`src/rtl/fetch_pkg.sv`:
```
// Shared constants for the instruction fetch slice.
package fetch_pkg;
  localparam int unsigned INSTR_BYTES      = 4;
  localparam logic [31:0] NOP_INSTR        = 32'h0000_0013;
  localparam logic [31:0] RESET_PC_DEFAULT = 32'h0000_0000;
endpackage

```
`src/rtl/fetch_unit_if.sv`:
```
// Fetch-to-decode valid/ready handshake carrying an instruction and its byte address.
interface fetch_unit_if #(
  parameter int unsigned DATA_WIDTH = 32
) ();
  logic                  out_valid;
  logic                  out_ready;
  logic [DATA_WIDTH-1:0] out_instr;
  logic [DATA_WIDTH-1:0] out_pc;

  modport master (output out_valid, output out_instr, output out_pc, input out_ready);
  modport slave  (input out_valid, input out_instr, input out_pc, output out_ready);
endinterface

```
`src/rtl/fetch_unit_fifo.sv`:
```
// Power-of-two circular buffer of {pc, instr} entries with synchronous flush.
module fetch_fifo #(
  parameter int unsigned DEPTH = 2,
  parameter int unsigned WIDTH = 64
) (
  input  logic                       clk,
  input  logic                       rst,
  input  logic                       push,
  input  logic                       pop,
  input  logic                       flush,
  input  logic [WIDTH-1:0]           wdata,
  output logic [WIDTH-1:0]           rdata,
  output logic                       full,
  output logic                       empty,
  output logic [$clog2(DEPTH):0]     count
);
  localparam int unsigned AW = $clog2(DEPTH);

  logic [WIDTH-1:0] mem [DEPTH];
  logic [AW-1:0]    head_q;
  logic [AW-1:0]    tail_q;
  logic [AW:0]      count_q;

  always_ff @(posedge clk) begin
    if (rst || flush) begin
      head_q  <= '0;
      tail_q  <= '0;
      count_q <= '0;
    end else begin
      if (push) begin
        mem[tail_q] <= wdata;
        tail_q      <= tail_q + 1'b1;
      end
      if (pop) begin
        head_q <= head_q + 1'b1;
      end
      unique case ({push, pop})
        2'b10:   count_q <= count_q + 1'b1;
        2'b01:   count_q <= count_q - 1'b1;
        default: count_q <= count_q;
      endcase
    end
  end

  assign rdata = mem[head_q];
  assign count = count_q;
  assign full  = (count_q == (AW+1)'(DEPTH));
  assign empty = (count_q == '0);
endmodule

```
`src/rtl/fetch_unit.sv`:
```
// Fetch controller: owns the PC, reads combinational imem, buffers words toward decode.
module fetch_unit
  import fetch_pkg::*;
#(
  parameter int unsigned          DATA_WIDTH = 32,
  parameter int unsigned          DEPTH      = 2,
  parameter logic [DATA_WIDTH-1:0] RESET_PC  = DATA_WIDTH'(RESET_PC_DEFAULT)
) (
  input  logic                  clk,
  input  logic                  rst,
  output logic [DATA_WIDTH-1:0] imem_addr,
  input  logic [DATA_WIDTH-1:0] imem_rdata,
  input  logic                  redirect_valid,
  input  logic [DATA_WIDTH-1:0] redirect_pc,
  fetch_unit_if.master          dec
);
  localparam int unsigned CW = $clog2(DEPTH) + 1;

  logic [DATA_WIDTH-1:0]   pc_q;
  logic                    push;
  logic                    pop;
  logic                    full;
  logic                    empty;
  logic [CW-1:0]           count;
  logic [2*DATA_WIDTH-1:0] head;

  assign imem_addr = pc_q;
  assign pop       = dec.out_valid & dec.out_ready;
  // A pop frees the slot this same edge, so a full FIFO still accepts a word.
  assign push      = ~redirect_valid & (~full | pop);

  always_ff @(posedge clk) begin
    if (rst) begin
      pc_q <= RESET_PC;
    end else if (redirect_valid) begin
      pc_q <= redirect_pc & ~(DATA_WIDTH'(INSTR_BYTES - 1));
    end else if (push) begin
      pc_q <= pc_q + DATA_WIDTH'(INSTR_BYTES);
    end
  end

  fetch_fifo #(
    .DEPTH (DEPTH),
    .WIDTH (2 * DATA_WIDTH)
  ) u_fifo (
    .clk   (clk),
    .rst   (rst),
    .push  (push),
    .pop   (pop),
    .flush (redirect_valid),
    .wdata ({pc_q, imem_rdata}),
    .rdata (head),
    .full  (full),
    .empty (empty),
    .count (count)
  );

  always_comb begin
    dec.out_valid = ~empty;
    dec.out_instr = DATA_WIDTH'(NOP_INSTR);
    dec.out_pc    = '0;
    if (!empty) begin
      dec.out_instr = head[DATA_WIDTH-1:0];
      dec.out_pc    = head[2*DATA_WIDTH-1:DATA_WIDTH];
    end
  end

  count_in_range: assert property (@(posedge clk) disable iff (rst)
    (count <= CW'(DEPTH)) && (full == (count == CW'(DEPTH))));
endmodule

```
`src/flat_wrapper.sv`:
```
// flat-port wrapper written by rule: the top's interface ports become plain ports
module fetch_unit_flat import fetch_pkg::*;
#(
  parameter int unsigned          DATA_WIDTH = 32,
  parameter int unsigned          DEPTH      = 2,
  parameter logic [DATA_WIDTH-1:0] RESET_PC  = DATA_WIDTH'(RESET_PC_DEFAULT)
)
  (clk, rst, imem_addr, imem_rdata, redirect_valid, redirect_pc, dec_out_valid, dec_out_instr, dec_out_pc, dec_out_ready);
  fetch_unit_if #(.DATA_WIDTH(DATA_WIDTH)) dec_i ();
  input  logic clk;
  input  logic rst;
  output logic [DATA_WIDTH-1:0] imem_addr;
  input  logic [DATA_WIDTH-1:0] imem_rdata;
  input  logic redirect_valid;
  input  logic [DATA_WIDTH-1:0] redirect_pc;
  output wire logic [$bits(dec_i.out_valid)-1:0] dec_out_valid;
  output wire logic [$bits(dec_i.out_instr)-1:0] dec_out_instr;
  output wire logic [$bits(dec_i.out_pc)-1:0] dec_out_pc;
  input wire logic [$bits(dec_i.out_ready)-1:0] dec_out_ready;
  assign dec_out_valid = dec_i.out_valid;
  assign dec_out_instr = dec_i.out_instr;
  assign dec_out_pc = dec_i.out_pc;
  assign dec_i.out_ready = dec_out_ready;
  fetch_unit #(.DATA_WIDTH(DATA_WIDTH), .DEPTH(DEPTH), .RESET_PC(RESET_PC)) u_core (.clk(clk), .rst(rst), .imem_addr(imem_addr), .imem_rdata(imem_rdata), .redirect_valid(redirect_valid), .redirect_pc(redirect_pc), .dec(dec_i));
endmodule
```
`config.mk`:
```
export PLATFORM = sky130hd
export DESIGN_NAME = fetch_unit_flat
export DESIGN_NICKNAME = d
export VERILOG_FILES = /design/src/rtl/fetch_pkg.sv /design/src/rtl/fetch_unit_if.sv /design/src/rtl/fetch_unit_fifo.sv /design/src/rtl/fetch_unit.sv /design/src/flat_wrapper.sv
export SDC_FILE = /design/constraint.sdc
export NUM_CORES = 1
export LEC_CHECK = 0
export ABC_AREA = 1
export BUFFER_PORTS_ARGS = -buffer_cell sky130_fd_sc_hd__buf_2
export CELL_PAD_IN_SITES_DETAIL_PLACEMENT = 1
export CELL_PAD_IN_SITES_GLOBAL_PLACEMENT = 1
export CORE_AREA = 5 5 159 161
export CTS_BUF_LIST = sky130_fd_sc_hd__clkbuf_4 sky130_fd_sc_hd__clkbuf_8 sky130_fd_sc_hd__clkbuf_16
export DETAILED_ROUTE_END_ITERATION = 7
export DIE_AREA = 0 0 164 166
export MAX_ROUTING_LAYER = met4
export PLACE_DENSITY_LB_ADDON = 0.1
export SYNTH_ARGS = -nofsm -noshare
export SYNTH_HDL_FRONTEND = slang
export SYNTH_SLANG_ARGS = --single-unit
```
`constraint.sdc`:
```
create_clock -name clk -period 6.8 [get_ports clk]
set_clock_uncertainty 0.1 [all_clocks]
set_input_delay 0 -clock clk [delete_from_list [all_inputs] [get_ports clk]]
set_output_delay 0 -clock clk [all_outputs]
set_load 0.01 [all_outputs]
```
==> results.sh <==
export IMPL_status="finished, violations left"
export IMPL_violations="hold timing"
export IMPL_synth_top_cell_by_area="edfxtp_1"
export IMPL_overflow=0
export IMPL_synth_main_ff_cell="edfxtp_1"
export IMPL_fin_crit_ps=2732
export IMPL_wl_per_cell_um=16.93
export IMPL_dr_pass1_iters=4
export IMPL_ys_seq_elements=159
export IMPL_ff2ff_path_depth=6
export IMPL_period_share_pct=40.17
export IMPL_ctsResizeCount=0
export IMPL_path_cells="nand3_4 > nand2_1 > clkinv_1 > a31oi_1 > nor2_1 > dlygate4sd3_1"
export IMPL_yosysUniqueCellTypes=35
export IMPL_start_kind="register"
export IMPL_cts_tree="yes"
export IMPL_synth_top_area_share_pct=53.53
export IMPL_tightest_slew_ps=1166
export IMPL_final_setup_tns_ps=0
export IMPL_hold_start="redirect_valid"
export IMPL_synthToLayoutAreaGrowth_pct=34.60
export IMPL_ff2ff_setup_slack_ps=4070
export IMPL_fin_cells=1268
export IMPL_async_reset_ff_share_pct=0
export IMPL_insertedDiodeCount=0
export IMPL_ant_nets=0
export IMPL_slew_headroom_pct=22.18
export IMPL_max_freq_mhz=366.1
export IMPL_slowest_delay_ps=570
export IMPL_die_x_um=164
export IMPL_clock_path_buffers=2
export IMPL_first_iter_violations=285
export IMPL_syn_area_mm2=0.006957
export IMPL_path_class="reg2reg"
export IMPL_endpoint_kind="register"
export IMPL_place_hpwl_um=14540
export IMPL_num_rows=57
export IMPL_post_cts_buffers=0
export IMPL_antenna_found_initial=0
export IMPL_vias=5876
export IMPL_h_tree_depth=4
export IMPL_fin_ws_ps=4068
export IMPL_grtUsageTotal_pct=16.31
export IMPL_cts_sinks=159
export IMPL_place_worst_setup_slack_ps=4196
export IMPL_grt_pass1_wl_um=34020
export IMPL_cp_slowest_cell="dlygate4sd3_1"
export IMPL_hold_depth=3
export IMPL_seq_area_frac_synth_pct=63.60
export IMPL_grt_max_degree=63
export IMPL_avgSynthCellArea_um2=9.798
export IMPL_cts_root_buf="clkbuf_16"
export IMPL_drc_errors=0
export IMPL_numCtsBuffers=17
export IMPL_hold_viol=1
export IMPL_r2r_start="u_core.u_fifo.count[1]$_SDFFE_PP0P_"
export IMPL_r2r_end="u_core.imem_addr[21]$_SDFFE_PP0P_"
export IMPL_vdd_drop_max_uv=134.4
export IMPL_vias_per_cell=4.634
export IMPL_cp_arrival_ps=2950
export IMPL_worstHoldPathType="in2reg"
export IMPL_start_util_pct=29.20
export IMPL_numPlacedInstances=1168
export IMPL_grt_pass1_vias=6266
export IMPL_synthCells=710
export IMPL_yosys_warnings=0
export IMPL_cts_hold_fix_buffers=68
export IMPL_dieArea_mm2=0.02722
export IMPL_die_y_um=166
export IMPL_power_density_mw_per_mm2=246.2
export IMPL_core_area_mm2=0.02382
export IMPL_whs_ps=-1.277
export IMPL_setup_violations=0
export IMPL_slew_viol_final=0
export IMPL_wl_um=21470
export IMPL_crit_family="buffers and inverters"
export IMPL_p_leak_uw=0.003782
export IMPL_gp_congestion=0.7804
export IMPL_final_nets=1001
export IMPL_synth_edff_count=124
export IMPL_insertion_delay_ps=430
export IMPL_layout_drive_gt1_share_pct=24.26
export IMPL_port_buffers=158
export IMPL_clkSlewWorstSetupHoldPaths_ps=70
export IMPL_crit_fanout=11
export IMPL_cap_violations=0
export IMPL_io_pins=165
export IMPL_rsz0062_at_grt="no"
export IMPL_crit_buf_inv=2
export IMPL_cp_required_ps=7010
export IMPL_synth_area_leaders="edfxtp_1 54%, nand2_1 12%, dfxtp_1 10%, a21oi_1 6.5%, nor2_1 2.5%"
export IMPL_whs_endpoint="u_core.imem_addr[15]$_SDFFE_PP0P_"
## flip-flops by register name, indices dropped and copies added (netlist names), named ones only
register              count
u_core.u_fifo.mem       124
u_core.u_fifo.head_q      1
u_core.imem_addr         30
u_core.u_fifo.tail_q      1
u_core.u_fifo.count       2
## layout make-up
class / count / area [um2]
fill: 2765 / 14460
tap: 324 / 405.4
clock inverter: 15 / 170.2
inverter: 40 / 153.9
clock buffer: 17 / 425.4
sequential: 159 / 4425
multi-input combinational: 479 / 2252
timing repair buffer: 234 / 1531
## layout by cell type, fill, tap and decap left out, types with 3 or more instances in the layout
cell type	count
nor3_1	7
clkbuf_16	17
inv_6	6
buf_2	158
o21ai_1	4
dlygate4sd3_1	68
conb_1	4
nor2_4	7
nor2_1	45
clkinv_2	3
a22oi_1	4
edfxtp_1	124
o21ai_0	13
nor2_2	3
nand2_1	231
buf_4	8
nand4_1	4
inv_1	34
inv_2	3
nand3_1	32
a31oi_1	10
nand2_2	3
dfxtp_1	34
a21oi_1	90
xor2_1	4
## worst max-delay path by stage
stage | start | end | slack [ps] | cells after the start
2_1_floorplan | u_core.u_fifo.count[0]$_SDFFE_PP0P_ | u_core.u_fifo.mem[0][0]$_DFFE_PP_ | 1310 | 4
3_3_place_gp | redirect_valid | u_core.imem_addr[12]$_SDFFE_PP0P_ | 4240 | 8
3_5_place_dp | redirect_valid | u_core.imem_addr[12]$_SDFFE_PP0P_ | 4200 | 8
4_1_cts | u_core.u_fifo.count[1]$_SDFFE_PP0P_ | u_core.imem_addr[21]$_SDFFE_PP0P_ | 4050 | 6
5_1_grt | u_core.u_fifo.count[1]$_SDFFE_PP0P_ | u_core.imem_addr[21]$_SDFFE_PP0P_ | 3930 | 6
6_report | u_core.u_fifo.count[1]$_SDFFE_PP0P_ | u_core.imem_addr[21]$_SDFFE_PP0P_ | 4070 | 6
## logic make-up after synthesis
group,Yosys count,synth area share [%]
compound gates,126,9.586
xor+xnor,4,0.5035
fa+ha+maj,2,0.3597
buf+inv,75,4.442
flops,159,63.60
other cells,1,0.05391
simple gates,343,21.46
## power breakdown
part	internal [uW]	total, uW	switching [uW]
clock network	553	970	417
registers	1090	1120	33.8
logic	90.3	214	124
total	1730	2310	574
## synth_stat cells, types with 6 or more instances
| cell | instances |
|---|---|
| a21oi_1 | 90 |
| a31oi_1 | 10 |
| nor2_1 | 46 |
| nand2_1 | 231 |
| o21ai_0 | 13 |
| edfxtp_1 | 124 |
| nor3_1 | 9 |
| nor2_4 | 6 |
| inv_1 | 34 |
| clkbuf_1 | 26 |
| nand3_1 | 32 |
| dfxtp_1 | 35 |
## per-layer routing
layer  track usage [%]  wire [um]
met1             20.47       9663
met2             27.32      10650
met3             2.457        857
met4             4.705        295
met5                 -          0
## worst register-to-register path, cell delays in order, from the launching register on
cell           delay, ps
dfxtp_1              450
nand3_4              220
nand2_1              460
clkinv_1             480
a31oi_1              300
nor2_1                60
dlygate4sd3_1        580
## per-stage QoR
stage,utilization (%),cell area [um2],power [uW]
finish,39.31,9364,2306
global route,39.31,9364,2406
CTS,39.31,9364,2340
detailed placement,33.95,8088,1332
global placement,33.95,8088,1324
floorplan,-,6968,1236
(Power assumes the default switching activity.)
